--- src/rtl/muldiv_pkg.sv ---
// Shared definitions for the iterative multiply/divide unit: operation
// encodings, FSM state type and the iteration counter width helper.
package muldiv_pkg;

  // Operation encodings; op[1] selects divide, op[0] selects unsigned.
  localparam logic [1:0] OP_MULT  = 2'b00;
  localparam logic [1:0] OP_MULTU = 2'b01;
  localparam logic [1:0] OP_DIV   = 2'b10;
  localparam logic [1:0] OP_DIVU  = 2'b11;

  typedef enum logic [1:0] {
    IDLE = 2'd0,
    RUN  = 2'd1,
    FIX  = 2'd2
  } state_e;

  // Counter must be able to hold the value WIDTH itself.
  function automatic int cnt_width(input int width);
    return $clog2(width + 1);
  endfunction

endpackage

--- src/rtl/muldiv_if.sv ---
// Start/done handshake and operand/result bus between the control unit
// (master) and the multiply/divide unit (slave).
interface muldiv_if #(
  parameter int WIDTH = 32
);

  logic             start;
  logic [1:0]       op;
  logic [WIDTH-1:0] a;
  logic [WIDTH-1:0] b;
  logic             busy;
  logic             done;
  logic             div_zero;
  logic [WIDTH-1:0] hi;
  logic [WIDTH-1:0] lo;

  modport master (
    output start, op, a, b,
    input  busy, done, div_zero, hi, lo
  );

  modport slave (
    input  start, op, a, b,
    output busy, done, div_zero, hi, lo
  );

endinterface

--- src/rtl/muldiv_magnitude.sv ---
// Conditional two's-complement negate. Used both to take operand absolute
// values and to restore the sign of results.
module muldiv_magnitude #(
  parameter int N = 32
) (
  input  logic [N-1:0] x_i,
  input  logic         neg_i,
  output logic [N-1:0] y_o
);

  assign y_o = neg_i ? (~x_i + {{(N-1){1'b0}}, 1'b1}) : x_i;

endmodule

--- src/rtl/muldiv_unit.sv ---
// Iterative multiply/divide unit. Shift-add multiply and restoring divide
// over unsigned magnitudes, one bit per cycle, followed by a single sign
// correction cycle. Divide by zero is flagged immediately from IDLE.
module muldiv_unit
  import muldiv_pkg::*;
#(
  parameter int WIDTH = 32
) (
  input  logic    clk,
  input  logic    reset,
  muldiv_if.slave bus
);

  localparam int CNT_W = cnt_width(WIDTH);

  state_e             state_q;
  logic [CNT_W-1:0]   cnt_q;
  logic               is_div_q;
  logic               neg_res_q;
  logic               neg_rem_q;
  logic [WIDTH-1:0]   opa_q;
  logic [WIDTH-1:0]   opb_q;
  logic [2*WIDTH-1:0] acc_q;
  logic [WIDTH-1:0]   rem_q;
  logic               busy_q;
  logic               done_q;
  logic               dz_q;
  logic [WIDTH-1:0]   hi_q;
  logic [WIDTH-1:0]   lo_q;

  // Operand magnitudes taken straight from the bus so they can be latched
  // at the start edge.
  logic             signed_in;
  logic [WIDTH-1:0] abs_a;
  logic [WIDTH-1:0] abs_b;

  assign signed_in = ~bus.op[0];

  muldiv_magnitude #(.N(WIDTH)) u_abs_a (
    .x_i   (bus.a),
    .neg_i (signed_in & bus.a[WIDTH-1]),
    .y_o   (abs_a)
  );

  muldiv_magnitude #(.N(WIDTH)) u_abs_b (
    .x_i   (bus.b),
    .neg_i (signed_in & bus.b[WIDTH-1]),
    .y_o   (abs_b)
  );

  // Multiply step: the low half of acc_q initially holds the multiplier;
  // each step conditionally adds the multiplicand to the high half and
  // shifts the whole accumulator right, carry included.
  logic [WIDTH-1:0]   mul_addend;
  logic [WIDTH:0]     mul_sum;
  logic [2*WIDTH-1:0] mul_acc_d;

  assign mul_addend = acc_q[0] ? opa_q : {WIDTH{1'b0}};
  assign mul_sum    = {1'b0, acc_q[2*WIDTH-1:WIDTH]} + {1'b0, mul_addend};
  assign mul_acc_d  = {mul_sum, acc_q[WIDTH-1:1]};

  // Divide step: acc_q[WIDTH-1:0] shifts the dividend out at the top and
  // the quotient in at the bottom. The partial remainder is WIDTH+1 bits
  // once shifted; since it is always below twice the divisor, the borrow
  // bit of the trial subtraction alone decides the quotient bit.
  logic [WIDTH:0]   div_shift;
  logic [WIDTH:0]   div_sub;
  logic             div_ge;
  logic [WIDTH-1:0] div_rem_d;
  logic [WIDTH-1:0] div_quo_d;

  assign div_shift = {rem_q, acc_q[WIDTH-1]};
  assign div_sub   = div_shift - {1'b0, opb_q};
  assign div_ge    = ~div_sub[WIDTH];
  assign div_rem_d = div_ge ? div_sub[WIDTH-1:0] : div_shift[WIDTH-1:0];
  assign div_quo_d = {acc_q[WIDTH-2:0], div_ge};

  // Sign correction applied in FIX.
  logic [2*WIDTH-1:0] prod_fix;
  logic [WIDTH-1:0]   quo_fix;
  logic [WIDTH-1:0]   rem_fix;

  muldiv_magnitude #(.N(2*WIDTH)) u_fix_prod (
    .x_i   (acc_q),
    .neg_i (neg_res_q),
    .y_o   (prod_fix)
  );

  muldiv_magnitude #(.N(WIDTH)) u_fix_quo (
    .x_i   (acc_q[WIDTH-1:0]),
    .neg_i (neg_res_q),
    .y_o   (quo_fix)
  );

  muldiv_magnitude #(.N(WIDTH)) u_fix_rem (
    .x_i   (rem_q),
    .neg_i (neg_rem_q),
    .y_o   (rem_fix)
  );

  // Control FSM with operand latch, iteration datapath and result registers.
  always_ff @(posedge clk or posedge reset) begin
    if (reset) begin
      state_q   <= IDLE;
      cnt_q     <= '0;
      is_div_q  <= 1'b0;
      neg_res_q <= 1'b0;
      neg_rem_q <= 1'b0;
      opa_q     <= '0;
      opb_q     <= '0;
      acc_q     <= '0;
      rem_q     <= '0;
      busy_q    <= 1'b0;
      done_q    <= 1'b0;
      dz_q      <= 1'b0;
      hi_q      <= '0;
      lo_q      <= '0;
    end else begin
      done_q <= 1'b0;
      dz_q   <= 1'b0;
      case (state_q)
        IDLE: begin
          if (bus.start) begin
            if (bus.op[1] && (bus.b == '0)) begin
              // Divide by zero: report at once, keep previous results.
              done_q <= 1'b1;
              dz_q   <= 1'b1;
            end else begin
              state_q   <= RUN;
              busy_q    <= 1'b1;
              cnt_q     <= CNT_W'(WIDTH);
              is_div_q  <= bus.op[1];
              neg_res_q <= signed_in & (bus.a[WIDTH-1] ^ bus.b[WIDTH-1]);
              neg_rem_q <= signed_in & bus.a[WIDTH-1];
              opa_q     <= abs_a;
              opb_q     <= abs_b;
              acc_q     <= {{WIDTH{1'b0}}, (bus.op[1] ? abs_a : abs_b)};
              rem_q     <= '0;
            end
          end
        end
        RUN: begin
          if (cnt_q != '0) begin
            cnt_q <= cnt_q - CNT_W'(1);
            if (is_div_q) begin
              acc_q <= {{WIDTH{1'b0}}, div_quo_d};
              rem_q <= div_rem_d;
            end else begin
              acc_q <= mul_acc_d;
            end
          end else begin
            state_q <= FIX;
          end
        end
        FIX: begin
          state_q <= IDLE;
          busy_q  <= 1'b0;
          done_q  <= 1'b1;
          if (is_div_q) begin
            hi_q <= rem_fix;
            lo_q <= quo_fix;
          end else begin
            hi_q <= prod_fix[2*WIDTH-1:WIDTH];
            lo_q <= prod_fix[WIDTH-1:0];
          end
        end
        default: state_q <= IDLE;
      endcase
    end
  end

  assign bus.busy     = busy_q;
  assign bus.done     = done_q;
  assign bus.div_zero = dz_q;
  assign bus.hi       = hi_q;
  assign bus.lo       = lo_q;

endmodule

--- src/flat_wrapper.sv ---
// flat-port wrapper written by rule: the top's interface ports become plain ports
module muldiv_unit_flat import muldiv_pkg::*;
#(
  parameter int WIDTH = 32
)
  (clk, reset, bus_start, bus_op, bus_a, bus_b, bus_busy, bus_done, bus_div_zero, bus_hi, bus_lo);
  muldiv_if #(.WIDTH(WIDTH)) bus_i ();
  input  logic clk;
  input  logic reset;
  input wire logic [$bits(bus_i.start)-1:0] bus_start;
  input wire logic [$bits(bus_i.op)-1:0] bus_op;
  input wire logic [$bits(bus_i.a)-1:0] bus_a;
  input wire logic [$bits(bus_i.b)-1:0] bus_b;
  output wire logic [$bits(bus_i.busy)-1:0] bus_busy;
  output wire logic [$bits(bus_i.done)-1:0] bus_done;
  output wire logic [$bits(bus_i.div_zero)-1:0] bus_div_zero;
  output wire logic [$bits(bus_i.hi)-1:0] bus_hi;
  output wire logic [$bits(bus_i.lo)-1:0] bus_lo;
  assign bus_i.start = bus_start;
  assign bus_i.op = bus_op;
  assign bus_i.a = bus_a;
  assign bus_i.b = bus_b;
  assign bus_busy = bus_i.busy;
  assign bus_done = bus_i.done;
  assign bus_div_zero = bus_i.div_zero;
  assign bus_hi = bus_i.hi;
  assign bus_lo = bus_i.lo;
  muldiv_unit #(.WIDTH(WIDTH)) u_core (.clk(clk), .reset(reset), .bus(bus_i));
endmodule
--- config.mk ---
export PLATFORM = sky130hd
export DESIGN_NAME = muldiv_unit_flat
export DESIGN_NICKNAME = d
export VERILOG_FILES = /design/src/rtl/muldiv_pkg.sv /design/src/rtl/muldiv_if.sv /design/src/rtl/muldiv_magnitude.sv /design/src/rtl/muldiv_unit.sv /design/src/flat_wrapper.sv
export SDC_FILE = /design/constraint.sdc
export NUM_CORES = 1
export LEC_CHECK = 0
export ABC_AREA = 1
export ABC_CLOCK_PERIOD_IN_PS = 14250
export CAP_MARGIN = 10
export CORE_MARGIN = 5
export CORE_UTILIZATION = 38
export CTS_CLUSTER_DIAMETER = 50
export DETAILED_ROUTE_END_ITERATION = 8
export PLACE_DENSITY_LB_ADDON = 0.25
export SETUP_SLACK_MARGIN = 0.02
export SYNTH_ARGS = -nofsm -noshare
export SYNTH_HDL_FRONTEND = slang
export SYNTH_SLANG_ARGS = --single-unit
--- constraint.sdc ---
create_clock -name clk -period 14.25 [get_ports clk]
set_input_delay 2.85 -clock clk [delete_from_list [all_inputs] [get_ports clk]]
set_output_delay 2.85 -clock clk [all_outputs]
set_load 0.05 [all_outputs]
======== Word level (Yosys, flattened, before mapping) ========
Cells that the tools add are included.
word-level totals
  input port bits ......................... 69
  register bits after elaboration ......... 238
  output and inout port bits .............. 67
cells by class
  bitwise logic cells ..................... 12
  equality and inequality tests ........... 7
  reduce and logical (&&, ||, !) cells .... 11
  $add $sub $neg .......................... 8
  mux-type cells .......................... 35
operator list
  cell                                                                     number
  32-bit 2-to-1 mux                                                        13
  64-bit 2-to-1 mux                                                        5
  32-bit by 1-bit adder with 32-bit output, second input constant          4
  32-bit inverter                                                          4
  64-bit one-hot mux with 2 select lines                                   1
  64-bit by 1-bit adder with 64-bit output, second input constant          1
  64-bit inverter                                                          1
  32-bit one-hot mux with 2 select lines                                   1
  32-bit by 32-bit adder with 33-bit output                                1
  33-bit by 32-bit subtractor with 33-bit output                           1
  32-bit zero test                                                         1
  6-bit 2-to-1 mux                                                         3
  6-bit one-hot mux with 2 select lines                                    1
  3-bit AND reduction                                                      3
  2-bit 2-to-1 mux                                                         3
  2-bit inequality test, second input constant                             3
  6-bit nonzero test                                                       1
  6-bit by 1-bit subtractor with 6-bit output, second input constant       1
  1-bit 2-to-1 mux                                                         5
  5-bit AND reduction                                                      1
  2-bit by 1-bit inequality test with 1-bit output, second input constant  2
  1-bit one-hot mux with 2 select lines                                    2
  2-bit one-hot mux with 2 select lines                                    1
  4-bit AND reduction                                                      1
  other kinds (8)                                                          13

======== Depth between registers and ports, before layout ========
  depth in word-level cells ............... 7
  mapped depth ............................ 18
  mapped depth without buffers ............ 17

======== Modules after synthesis ========
Synthesis repeated with hierarchy kept, for this count alone.
second synthesis, totals
  cell total of the unflattened synthesis .. 3762
  area total of the unflattened synthesis .. 22582.9 um^2
by module, submodules not included
  module                                 area each (um^2)  sequential area each (um^2)  times used  cells each
  muldiv_unit                            15682.5           5955.7                       1           2356
  muldiv_magnitude (u_core.u_abs_a ...)  1108.6            0.0                          4           227
  muldiv_magnitude (u_core.u_fix_prod)   2466.1            0.0                          1           498

======== Worst setup path before layout ========
OpenSTA, ideal clock, no wires.
  kind .................................... input to register
  from .................................... input bus_b[0]
  to ...................................... register u_core.acc_q[19]
  slack ................................... 9.890 ns
  cell stages on the path ................. 13
  arrival time ............................ 4.238 ns
  data required time ...................... 14.128 ns
  library setup time ...................... 0.122 ns
  buffers on the path ..................... 2
  cell sequence ........................... inv_1 > ha_1 > nand3_1 > nor2_2 > nand4_2 > inv_2 > nand2_4 > nand2_4 > nand2_4 > buf_6 > buf_6 > nor2_1 > a21oi_1
between the ends
  longest elaborated chain between the ends .. 7
ends and longest elaborated chain
  element                                   RTL line                RTL
  start: declaration                        flat_wrapper.sv:13      input wire logic [$bits(bus_i.b)-1:0] bus_b;
  32-bit inverter                           muldiv_magnitude.sv:11  assign y_o = neg_i ? (~x_i + {{(N-1){1'b0}}, 1'b1}) : x_i;
  32-bit by 1-bit adder with 32-bit output  muldiv_magnitude.sv:11
  32-bit 2-to-1 mux                         muldiv_magnitude.sv:11
  32-bit 2-to-1 mux                         muldiv_unit.sv:137      acc_q <= {{WIDTH{1'b0}}, (bus.op[1] ? abs_a : abs_b)};
  64-bit 2-to-1 mux                         muldiv_unit.sv:124      if (bus.op[1] && (bus.b == '0)) begin
  64-bit 2-to-1 mux                         muldiv_unit.sv:123      if (bus.start) begin
  64-bit one-hot mux with 2 select lines    muldiv_unit.sv:121      case (state_q)
  end signal: assignment                    muldiv_unit.sv:137
  end signal: assignment                    muldiv_unit.sv:146      acc_q <= {{WIDTH{1'b0}}, div_quo_d};
  end signal: assignment                    muldiv_unit.sv:149      acc_q <= mul_acc_d;
  end: declaration                          muldiv_unit.sv:23       logic [2*WIDTH-1:0] acc_q;
Several ways; a longest one is shown, not always the timed one. The select of a mux whose other input is x is not followed.
A chain may end at the register's enable or synchronous reset.

======== Final worst setup path ========
  from .................................... input bus_b[0]
  to ...................................... register u_core.acc_q[16]
Same word-level chain as after synthesis.

==> out/summary.md <==
Timing
* 0 — number of setup violations in the final report
* 0 ns — total negative slack for setup checks
* 0 — pins over their slew limit
* 0.0243 ns — final clock skew
* 169 MHz — maximum clock frequency
* 41.5% — fraction of the cycle the final worst path needs
* 1.11 ns — Worst-Margin Slew
* 5.92 ns — min Tclk post-route
* no — RSZ-0062 raised after global routing
* 25.8% — Worst slew margin
* 0 — number of hold violations in the final report

Logic synthesis
* 29.2% — portion of the post-synthesis area used by sequential elements
* 0 — synth warn
* 3351 — instance count of the mapped netlist
* dfrtp_1, nand2_1, nor2_1 — Synth area leaders
* 0 — number of synthesized flops with an enable pin
* 47 — library cells used by synthesis
* dfrtp_1 — leading register cell type out of synthesis
* 238 — synthesis-stage register bit count
* nand2_1 — most numerous cell in the Yosys netlist
* dfrtp_1 — post-synthesis cell type with the largest combined area
* nand2_1, nor2_1, inv_1 — top post-synthesis cells by count
* 20400 um^2 — post-synthesis instance area
* 29.2% — Synth top area share
* 6.09 um^2 — average cell area after synthesis
* 100% — fraction of synthesis flops using an asynchronous set or reset pin
* 3491 — Syn Nets

Setup path
* primary input — type of origin of the critical path
* u_core.acc_q[16] — last element of the critical path
* bus_b[0] — startpoint of the worst setup timing path
* clkdlybuf4s50_1 -> inv_1 -> ha_1 -> nand3_1 -> nor2_2 -> nand4_2 -> inv_2 -> nand2_4 -> nand2_4 -> nand2_4 -> clkinv_2 -> nor2_1 -> a21oi_1 — crit path cell chain
* 17 — cell depth of the worst flop-to-flop path
* 10.97 ns — reg2reg setup slack
* 68 — largest fanout on the critical path
* 0.73 ns — largest stage delay on the critical path
* simple AND/OR/NAND/NOR gates — largest delay contributor family on the critical path
* u_core.acc_q[31] — critical register-to-register path startpoint
* 13 — number of logic stages on the critical path including buffering
* nand2_4 — critical path's most frequent cell
* 4 — buffers plus inverters on the worst setup path
* in -> reg — start-to-end type of the worst setup path
* 6.35 ns — Crit path arrival time
* 14.68 ns — Worst EP required
* flip-flop — Setup crit end kind
* u_core.rem_q[23] — Reg-to-Reg End
* nand2_4 — slowest CP cell

Routing
* 22032 — total number of vias
* 2286 — DR iter-0 viols
* 78.0 mm — detailed-route wire length
* 5.30 — vias per std cell
* 0 — Remaining DRCs
* 0 — Routed Antenna Nets
* 5 — Pre-Repair DR Iteration Count
* 18.8 um — WL per Instance

Die
* 85 — Site Rows
* 58400 um^2 — Die ar.
* 136 — count of pins on the block boundary
* 242 um — die extent in y
* 38.2% — initial standard-cell utilization of the core
* 53500 um^2 — area of the core region
* 242 um — width of the die

Clock network
* 0 — Post-CTS Hold Buffers
* clkbuf_16 — buffer cell driving the clock tree root
* 2 — H-tree depth
* 238 — clock sinks
* 0.06 ns — Clock Pin Slew Worst Setup and Hold Paths
* 3 — number of buffers on the longest clock path
* 35 — clock buffers created by TritonCTS
* done — TritonCTS clock tree
* 0 — post-cts sizing count
* 0.57 ns — insertion delay of the later-clocked pin in the worst-skew pair
* 0 — setup repair bufs after CTS

Layout
* 4.19% — fraction of final layout cells sized beyond drive strength 1
* 14.8% — area growth from synthesis to layout
* 3573 — layout net count
* 5807 — number of filler cells placed in the layout
* 0 — count of antenna diodes in the layout

Global routing
* 20244 — vias in the first global route
* 119 mm — global-route wire length before repair
* 0 — Overflow after GRT
* 25.7% — global-route usage over all layers
* 3 — initial antenna violation count
* 93 — maximum number of pins on one net before global-route repair

Pwr
* 244 nW/um^2 — pwr/cell area
* 0.0998 mV — peak supply drop
* 0.00571 W — post-layout power
* 11.8 nW — cell leakage power

Min path
* reg -> reg — min-delay worst type
* 2 — depth of the worst hold-timing path

Place
* 135 — number of port buffers
* 62.7 mm — detailed placer's ending HPWL
* 0.968 — global placement routability congestion

Run status
* finished clean — result of the run

Flow run
* 0 — max cap viols

==> worst reg2reg max path, cell delays in order, from the launching register on <==
cell and delay [ns]:
dfrtp_1 0.46, inv_1 0.22, ha_1 0.30, fa_1 0.41, inv_1 0.13, nand2_1 0.06, nand2_1 0.08, nand3_1 0.09
nand2_2 0.15, nand2_1 0.08, nand2_2 0.10, nand2_2 0.08, nand2_1 0.09, nand2_1 0.06, nand2_2 0.47, nand2_1 0.18
nand3_1 0.13, nand2_1 0.07
==> layout by cell type, fill, tap and decap left out, types with 21 or more instances in the layout <==
cell type	Yosys	final
nor3_1	27	27
clkdlybuf4s50_1	0	135
a31oi_1	53	53
inv_1	429	427
ha_1	69	69
o21ai_0	146	146
xor2_1	63	63
clkbuf_16	0	35
a21oi_1	142	142
xnor2_1	21	21
nand2_1	1088	1088
nor2_1	449	446
dfrtp_1	238	237
o21ai_1	23	23
nand3_1	297	297
nand4_1	41	41
==> per-layer routing <==
metal,vias up,routed length [um],GRT usage [%]
met4,2,2670,8.22
met2,823,34500,40.5
li1,10882,-,-
met3,114,5690,3.48
met1,10211,35100,36.7
met5,-,13,0
==> power breakdown <==
group / internal, W / switching, W
logic: 0.00108 / 0.00240
registers: 0.000975 / 0.000372
clock network: 0.000540 / 0.000350
==> worst min path at each step <==
stage	start	end	slack [ns]
2_1_floorplan	u_core.cnt_q[0]	u_core.cnt_q[0]	0.45
4_1_cts	u_core.bus.hi[23]	u_core.bus.hi[23]	0.48
6_report	u_core.bus.lo[3]	u_core.bus.lo[3]	0.48
5_1_grt	u_core.bus.hi[3]	u_core.bus.hi[3]	0.49
3_3_place_gp	u_core.bus.lo[6]	u_core.bus.lo[6]	0.46
3_5_place_dp	u_core.bus.hi[23]	u_core.bus.hi[23]	0.47
==> kinds of logic after synthesis <==
| kind of cell | Yosys count | share of synthesized area, % |
|---|---|---|
| buf+inv | 553 | 10.8 |
| flops | 238 | 29.2 |
| xor+xnor | 84 | 3.60 |
| compound gates | 445 | 12.4 |
| fa+ha+maj | 71 | 4.43 |
| simple gates | 1960 | 39.6 |
==> final cells by class <==
type	instances	area, um^2	share of cell area, %
sequential	238	5960	25.4
clock inverter	17	226	0.967
clock buffer	46	957	4.09
timing repair buffer	150	1460	6.25
tap	696	871	3.72
multi-input combinational	2560	12300	52.3
inverter	448	1690	7.22
==> stage by stage <==
stage          hold slack [ns]  util (%)  area, um^2  cells  setup slack (ns)
2_1_floorplan            0.449         -       20400   3351              4.87
3_3_place_gp             0.465      41.6       22200   4092              7.86
3_5_place_dp             0.467      41.6       22200   4092              7.85
4_1_cts                  0.483      43.8       23400   4155              8.41
5_1_grt                  0.487      43.8       23400   4155              8.04
6_report                 0.480      43.8       23400   4155              8.33
==> registers in the layout, indices dropped and copies added, names as in the netlist <==
| signal | count |
|---|---|
| u_core.bus.done | 1 |
| u_core.bus.div_zero | 1 |
| u_core.acc_q | 64 |
| u_core.bus.busy | 1 |
| u_core.opa_q | 32 |
| u_core.cnt_q | 6 |
| u_core.opb_q | 32 |
| u_core.neg_rem_q | 1 |
| u_core.bus.lo | 32 |
| u_core.rem_q | 32 |
| u_core.is_div_q | 1 |
| u_core.state_q | 2 |
| u_core.neg_res_q | 1 |
| u_core.bus.hi | 32 |
Power figures use the tool's default switching activity.
==> RTL change: new RTL, same settings <==
Re-encode `state_e` (3 states) as one-hot, 3 bits wide.
--- a/src/rtl/muldiv_pkg.sv
+++ b/src/rtl/muldiv_pkg.sv
@@ -8,10 +8,10 @@
   localparam logic [1:0] OP_DIV   = 2'b10;
   localparam logic [1:0] OP_DIVU  = 2'b11;
 
-  typedef enum logic [1:0] {
-    IDLE = 2'd0,
-    RUN  = 2'd1,
-    FIX  = 2'd2
+  typedef enum logic [2:0] {
+    IDLE = 3'b001,
+    RUN  = 3'b010,
+    FIX  = 3'b100
   } state_e;
 
   // Counter must be able to hold the value WIDTH itself.
Function: no difference found for any inputs over 4 cycles, from zero or initial values and one cycle with reset high; so few cycles prove little.
==> RTL change against the unedited design <==
- die area unchanged
- register-to-register slack better by 290 ps
- sequential share of layout area about the same
- sequential cell count up 1
- worst setup slack better by 560 ps
- clock skew up 7.0 ps
- wire length up 0.17%
- total power down 14%
- core utilization up 0.12 points
- cell area up 0.28%
- synthesized area unchanged
- count of clock-buffer cells in the layout down 1
- clock power up 6.0%
==> RTL change: results (changes against the unedited design) <==
synth cell count leaders=nand2_1 (1203), inv_1 (428), nor2_1 (426); CTS buffer count=36 (+2.9%); Nets=3606 (+0.92%); Detailed Route WL=78200 um (+0.17%); cts repair resizes=0 (unchanged); Port Buffers=135 (unchanged); H-tree depth=2 (unchanged); fillers=5757 (-0.86%); cell total after placement=4124 (+0.78%); actual slew at the worst max-slew pin=1110 ps (-1.05 ps); CP Launch Type=input port; Yosys top cell by area=dfrtp_1; diode count=0 (unchanged); run status=complete, no violations; max FFs per register=64 (unchanged); number of setup buffers added after CTS=0 (unchanged); clock buffer depth=3 (unchanged); vias in the first global route=19800 (-2.3%); largest cells by area after synthesis=dfrtp_1 (29%), nand2_1 (22%), inv_1 (7.9%); maximum vdd drop=0.000147 V (+47%); first-pass GRT wire length=118000 um (-0.35%); Largest Register=u_core.acc_q; ys async rst share=100% (unchanged); Ys Warns=0 (unchanged); Via density=5.24 (-1.1%); share of the yosys chip area belonging to registers=29.3% (+0.13 points); Static Leakage=0.0124 uW (+5.3%); largest net degree at the start of global routing=110 (+18%); clk slew on worst S/H paths=60 ps (about the same); DRT iter0 DRCs=2506 (+9.6%); post-synthesis cell type count=46 (-2.1%); Hold Path Class=reg -> reg; WP data arrival=5780 ps (-570 ps); Clock Skew=31.3 ps (+7.02 ps); pwr dens=208 nW/um^2 (-15%); syn nets=3517 (+0.74%); CP max FO=47 (-31%); Final Non-Filler Cells=4188 (+0.79%); drt first pass iters=8 (+3); most common cell after layout, fill and taps aside=nand2_1; GPL Wtd Cong=0.986 (+1.9%); HPWL after detailed placement=62600 um (-0.21%); Syn Inst Count=3377 (+0.78%); gr usage total=25.6% (-0.057 points); Final Slew Violations=0 (unchanged); worst skew pair latency=560 ps; placed instance area=22200 um^2 (about the same); initial antenna violation count=0 (-3); Root Buffer=clkbuf_16; layout cells sized above 1=3.78% (-0.41 points)
[RTL change: cell count changes after synthesis, sizes merged, moves of 10 or more]
cell	delta
nand2	+122
a31oi	-34
nor2	-29
o21ai	+19
a21oi	-17
nand3	-13
a22oi	-10
clkbuf	-10
inv	-10
[RTL change: cell families (layout without fill, tap and decap cells)]
kind of cell             count (synthesis)  after routing  synth area share (%)
AND/OR/NAND/NOR                       2038           2038                  41.1
buffers and inverters                  536            651                  10.6
AO/OA/AOI/OAI                          400            400                  10.6
flip-flops                             239            239                  29.3
XOR/XNOR                                93             93                  3.99
adder cells (fa/ha/maj)                 71             71                  4.43
[RTL change: through the flow]
stage / hold slack (ps) / total power (uW) / setup slack (ps)
2_1_floorplan: 449 / 3020 / 4840
3_3_place_gp: 465 / 3890 / 8370
3_5_place_dp: 465 / 3910 / 8360
4_1_cts: 481 / 4860 / 8930
5_1_grt: 500 / 5220 / 8600
6_report: 478 / 4900 / 8900
[RTL change: where the power goes]
part / switching, uW / internal [uW]
Sequential: 283 / 934
Combinational: 1920 / 817
Clock: 362 / 580
[RTL change: worst paths after layout]
kind                                        start                end  slack [ps]  cells past startpoint
worst max-delay path                     bus_b[1]    u_core.rem_q[0]        8900                     13
worst min-delay path            u_core.bus.hi[28]  u_core.bus.hi[28]         480                      2
worst max register to register    u_core.acc_q[0]   u_core.acc_q[53]       11260                     18
worst min register to register  u_core.bus.hi[28]  u_core.bus.hi[28]         480                      2
max in group asynchronous                   reset   u_core.neg_res_q        9090                      4
min in group asynchronous                   reset   u_core.acc_q[42]        2870                      2
[RTL change: metal layers]
metal / vias to the layer above / wire length (um) / GRT usage [%]
met3: 112 / 5730 / 3.01
met1: 10100 / 35600 / 37.3
met2: 840 / 34600 / 40.3
met5: - / 0 / 0
li1: 10900 / - / -
met4: 0 / 2270 / 7.35
[RTL change: critical path: stages]
cell and delay [ps]:
clkdlybuf4s50_1 480, inv_1 70, ha_1 190, nand3_1 140
inv_1 80, nand4_1 100, nor2_2 60, nand2_1 90
nand3_2 90, nand2_2 680, nand2_2 640, nand2_1 200
nand2_1 70
[RTL change: layout make-up]
| type | instances | area, um^2 | area share, % |
|---|---|---|---|
| Clock buffer | 45 | 955 | 4.06 |
| Clock inverter | 19 | 299 | 1.27 |
| Inverter | 437 | 1650 | 7.01 |
| Multi-Input combinational cell | 2602 | 12300 | 52.2 |
| Sequential cell | 239 | 5980 | 25.5 |
| Tap cell | 696 | 871 | 3.71 |
| Timing Repair Buffer | 150 | 1460 | 6.23 |
